<file path="src/rtl/cla_add_pipe.sv">
// Two-stage pipelined carry-lookahead adder with valid/ready on both sides.
// Optional macro CLA_OVF_EN adds the registered signed-overflow output o_ovf.

// Per-group pre-stage: bit generate/propagate, half-sum and group G/P.
module cla_grp_pre (
  input  logic [3:0] i_a,
  input  logic [3:0] i_b,
  output logic [3:0] o_g,
  output logic [3:0] o_p,
  output logic [3:0] o_x,
  output logic       o_gg,
  output logic       o_pp
);
  assign o_g  = i_a & i_b;
  assign o_p  = i_a | i_b;
  assign o_x  = i_a ^ i_b;
  assign o_gg = o_g[3] | (o_p[3] & o_g[2]) | (o_p[3] & o_p[2] & o_g[1]) |
                (o_p[3] & o_p[2] & o_p[1] & o_g[0]);
  assign o_pp = &o_p;
endmodule

// Per-group sum: lookahead carries within the group from the group carry-in.
module cla_grp_sum (
  input  logic [3:0] i_g,
  input  logic [3:0] i_p,
  input  logic [3:0] i_x,
  input  logic       i_c,
  output logic [3:0] o_s
);
  logic [3:0] w_c;
  assign w_c[0] = i_c;
  assign w_c[1] = i_g[0] | (i_p[0] & i_c);
  assign w_c[2] = i_g[1] | (i_p[1] & i_g[0]) | (i_p[1] & i_p[0] & i_c);
  assign w_c[3] = i_g[2] | (i_p[2] & i_g[1]) | (i_p[2] & i_p[1] & i_g[0]) |
                  (i_p[2] & i_p[1] & i_p[0] & i_c);
  assign o_s    = i_x ^ w_c;
endmodule

module cla_add_pipe #(
  parameter  int NGROUPS = 4,
  localparam int W       = 4 * NGROUPS
) (
  input  logic         i_clk,
  input  logic         i_rst,
  input  logic         i_valid,
  output logic         o_ready,
  input  logic [W-1:0] i_a,
  input  logic [W-1:0] i_b,
  input  logic         i_cin,
  output logic         o_valid,
  input  logic         i_ready,
  output logic [W-1:0] o_sum,
  output logic         o_cout
`ifdef CLA_OVF_EN
  ,
  output logic         o_ovf
`endif
);

  typedef struct packed {
    logic [W-1:0]       g;
    logic [W-1:0]       p;
    logic [W-1:0]       x;
    logic [NGROUPS-1:0] gg;
    logic [NGROUPS-1:0] pp;
    logic               cin;
  } s1_t;

  s1_t                r_s1;
  logic [2:1]         r_vld_pipe;   // [1] = stage-1 full, [2] = result valid
  logic [W-1:0]       r_sum;
  logic               r_cout;
  logic [W-1:0]       w_g, w_p, w_x, w_sum;
  logic [NGROUPS-1:0] w_gg, w_pp;
  logic [NGROUPS:0]   w_c;
  logic               w_adv2, w_acc;

  assign w_adv2  = r_vld_pipe[1] & (~r_vld_pipe[2] | i_ready);
  assign o_ready = ~r_vld_pipe[1] | w_adv2;
  assign w_acc   = i_valid & o_ready;
  assign w_c[0]  = r_s1.cin;

  for (genvar k = 0; k < NGROUPS; k++) begin : g_grp
    cla_grp_pre u_pre (
      .i_a (i_a[4*k +: 4]),
      .i_b (i_b[4*k +: 4]),
      .o_g (w_g[4*k +: 4]),
      .o_p (w_p[4*k +: 4]),
      .o_x (w_x[4*k +: 4]),
      .o_gg(w_gg[k]),
      .o_pp(w_pp[k])
    );
    assign w_c[k+1] = r_s1.gg[k] | (r_s1.pp[k] & w_c[k]);
    cla_grp_sum u_sum (
      .i_g(r_s1.g[4*k +: 4]),
      .i_p(r_s1.p[4*k +: 4]),
      .i_x(r_s1.x[4*k +: 4]),
      .i_c(w_c[k]),
      .o_s(w_sum[4*k +: 4])
    );
  end

  // Stage-1 payload needs no reset: it is only consumed under r_vld_pipe[1].
  always_ff @(posedge i_clk) begin
    if (w_acc) r_s1 <= '{g: w_g, p: w_p, x: w_x, gg: w_gg, pp: w_pp, cin: i_cin};
  end

  always_ff @(posedge i_clk) begin
    if (i_rst) begin
      r_vld_pipe <= '0;
      r_sum      <= '0;
      r_cout     <= 1'b0;
    end else begin
      r_vld_pipe[1] <= w_acc | (r_vld_pipe[1] & ~w_adv2);
      r_vld_pipe[2] <= w_adv2 | (r_vld_pipe[2] & ~i_ready);
      if (w_adv2) begin
        r_sum  <= w_sum;
        r_cout <= w_c[NGROUPS];
      end
    end
  end

`ifdef CLA_OVF_EN
  logic r_ovf;
  // Carry into the MSB is recovered as sum ^ half-sum at that bit.
  always_ff @(posedge i_clk) begin
    if (i_rst)       r_ovf <= 1'b0;
    else if (w_adv2) r_ovf <= (w_sum[W-1] ^ r_s1.x[W-1]) ^ w_c[NGROUPS];
  end
  assign o_ovf = r_ovf;
`endif

  assign o_valid = r_vld_pipe[2];
  assign o_sum   = r_sum;
  assign o_cout  = r_cout;

endmodule

</file>
<file path="config.mk">
export PLATFORM = sky130hd
export DESIGN_NAME = cla_add_pipe
export DESIGN_NICKNAME = d
export VERILOG_FILES = /design/src/rtl/cla_add_pipe.sv
export SDC_FILE = /design/constraint.sdc
export NUM_CORES = 1
export LEC_CHECK = 0
export BUFFER_PORTS_ARGS = -buffer_cell sky130_fd_sc_hd__buf_2
export CORE_UTILIZATION = 55
export CTS_BUF_LIST = sky130_fd_sc_hd__clkbuf_4 sky130_fd_sc_hd__clkbuf_8
export DETAILED_ROUTE_END_ITERATION = 8
export GPL_ROUTABILITY_DRIVEN = 0
export PLACE_DENSITY = 0.85
export SYNTH_ARGS = -nofsm -noshare
export SYNTH_HDL_FRONTEND = slang
export SYNTH_HIERARCHICAL = 1
export SYNTH_SLANG_ARGS = --single-unit
</file>
<file path="constraint.sdc">
create_clock -name i_clk -period 3.1 [get_ports i_clk]
set_input_delay 0.62 -clock i_clk [delete_from_list [all_inputs] [get_ports i_clk]]
set_output_delay 0.62 -clock i_clk [all_outputs]
set_load 0.05 [all_outputs]
</file>
==> summary.md <==
| Metric | Value |
|---|---|
| Status | `finished, final reports clean` |
| Hold Crit Depth | `1` |
| Effective utilization at floorplan | `58.2%` |
| Minimum clock period | `approximately 1.9 ns` |
| TritonCTS clock tree | `built` |
| Top-level port count | `56` |
| Critical R2R Launch | `r_s1[0]` |
| Metal3 WL | `333 um` |
| Fin Clk Skew | `approximately 0.015 ns` |
| Synthesized net count | `345` |
| Pin count of the biggest net entering global routing | `26` |
| Switching share of power | `24.6%` |
| GR Util All Layers | `21.6%` |
| Fraction of layout cells with a size suffix above 1 | `between 20% and 30%` |
| First-pass GRT wire length | `9.92 mm` |
| Die Ht | `between 70 and 80 um` |
| CTS Hold Bufs | `0` |
| WS Path Type | `reg2out` |
| DR DRC count | `0` |
| CP startpoint kind | `flop` |
| DRT iter0 DRCs | `151` |
| Initial antenna violation count | `0` |
| Pins Over Slew Limit | `0` |
| Pint | `between 0.0015 and 0.002 W` |
| Setup violators final | `0` |
| Place WS | `1.09 ns` |
| Worst Hold End | `r_s1[0]` |
| Post-Route WL | `between 6 and 7 mm` |
| RSZ-0062 raised after global routing | `no` |
| Met1 wire length | `2.37 mm` |
| Worst setup slack after layout | `1.19 ns` |
| I/O Buffers | `55` |
| Nets | `406` |
| Die extent in x | `79.3 um` |
| DIE AREA | `around 6300 um2` |
| Worst R2R End | `o_sum[15]` |
| DR vias | `approximately 2200` |
| Detailed placer's ending HPWL | `approximately 4.4 mm` |
| P_leak | `between 1.5 and 2 nW` |
| Peak VDD IR | `0.385 mV` |
| Clock power frac | `between 30% and 40%` |
| DR WL/cell | `14.6 um` |
| Via density per instance | `5.27` |
| Sink Count | `68` |
| Total gr overflow | `0` |
| Period utilization | `slightly above 60%` |
| Syn avg cell area | `11.9 um2` |
| CTS H-Tree Depth | `3` |
| PwrDens | `573 nW/um2` |
| Setup TNS | `0 ns` |
| Yosys warning count | `6` |
| Logic pwr share | `between 10% and 20%` |
| Vias in the first global route | `2201` |
| Switching pwr | `approximately 0.00054 W` |
| R2R depth | `7` |
| Crit path capture type | `output port` |
| Max Clk Rate | `523 MHz` |
| Mapped Cells | `~280` |
| Clock tree buffer depth | `2` |
| Power share of the sequential group | `49.2%` |
| Post-CTS Resized | `0` |
| Arrival @ worst endpoint | `1.29 ns` |
| Reg-to-reg slack, setup | `1.23 ns` |
| Least-Margin Pin Slew | `0.755 ns` |
| ANT nets after route | `0` |
| Worst EP required | `2.48 ns` |
| Setup bufs post-CTS | `0` |
| Final hold vios | `0` |
| Inst Count DP | `between 300 and 400` |
| Total power | `0.00220 W` |
| Final Cell Area | `3840 um2` |
| Top sig layer | `met4` |
| Worst-skew pair later-pin latency | `0.34 ns` |
| Area Overhead vs Synth | `16.9%` |
| Core area | `roughly 5600 um2` |
| Worst-path maximum fanout | `11` |
| Min-delay src | `i_cin` |
| Met2 Wirelength | `about 3.2 mm` |
| Worst-path clk slew | `0.08 ns` |
| Finished Layout Cells | `414` |
| Root Driver | `clkbuf_8` |
| Placed inst area | `about 3600 um2` |
| Cts bufs inserted | `9` |
| Hold Crit Class | `in2reg` |
| Max cap viols | `0` |
| Post-Synthesis Cell Area | `~3300 um2` |
| # rows | `27` |
| Drt pass-1 iters | `4` |
| Antenna fix cells | `0` |
| Max-Slew Margin vs Limit | `49.6%` |
## cells in the final DEF (no fill, tap or decap)
master      instances
nor2b_4             1
o21bai_1            5
ha_1               32
a21oi_1            22
a211oi_1            5
bufinv_16           2
clkinvlp_4          1
o21ai_0            14
clkbuf_4            1
a21o_1              6
buf_2              55
dfxtp_1            19
clkinv_2            5
nand2b_1            2
xnor2_1             4
and2_2              1
clkbuf_8           11
o2111a_1            1
o31a_1              1
nand3_1            14
nor2_1              2
nand3_2             2
o31ai_1             4
inv_1              44
inv_2               1
o21ai_1             7
nor3_2              1
nor4_1              5
xor2_1             12
a21oi_2             8
nand2_1             1
buf_4               4
edfxtp_1           49
## power groups by stage
stage	clock [W]	combinational, W	sequential [W]
after floorplan	0	0.000150	0.00115
after global placement	0	0.000277	0.00110
after detailed placement	0	0.000287	0.00110
after CTS	0.000839	0.000290	0.00108
after global routing	0.000881	0.000315	0.00109
final	0.000830	0.000288	0.00108
## per-layer routing
metal	up-vias	global-route usage, %
li1	1080	-
met1	1018	23.9
met2	70	37.7
met3	13	7.70
met4	0	8.73
met5	-	0
## state kept, by name, indices dropped and copies added, names as in the netlist
signal	cells
o_sum	16
r_vld_pipe	2
o_cout	1
r_s1	49
## area by class of cell
type	count	area, um2
timing repair buffer	59	305
inverter	49	189
clock inverter	4	72.6
tap	72	90.1
fill	412	1800
multi-input combinational	150	1170
clock buffer	12	159
sequential	68	1850
## how the worst max path moves through the flow
stage	start	slack, ns	end
final	r_vld_pipe[1]	1.19	o_ready
after global routing	r_s1[0]	1.00	o_sum[15]
after CTS	r_vld_pipe[1]	1.17	o_ready
after detailed placement	i_ready	1.09	r_s1[27]
after global placement	i_ready	1.14	r_s1[26]
after floorplan	r_vld_pipe[2]	0.27	r_s1[0]
## per-stage QoR
step,utilization (%),hold WS [ns]
finish,68.1,0.465
detailed placement,64.0,0.471
global route,68.1,0.436
floorplan,-,0.470
CTS,68.1,0.451
global placement,64.0,0.460
## critical path, stage by stage, from the launching register on
cell	delay (ns)
dfxtp_1	0.59
nand2_1	0.12
buf_2	0.24
Power figures use the tool's default switching activity.
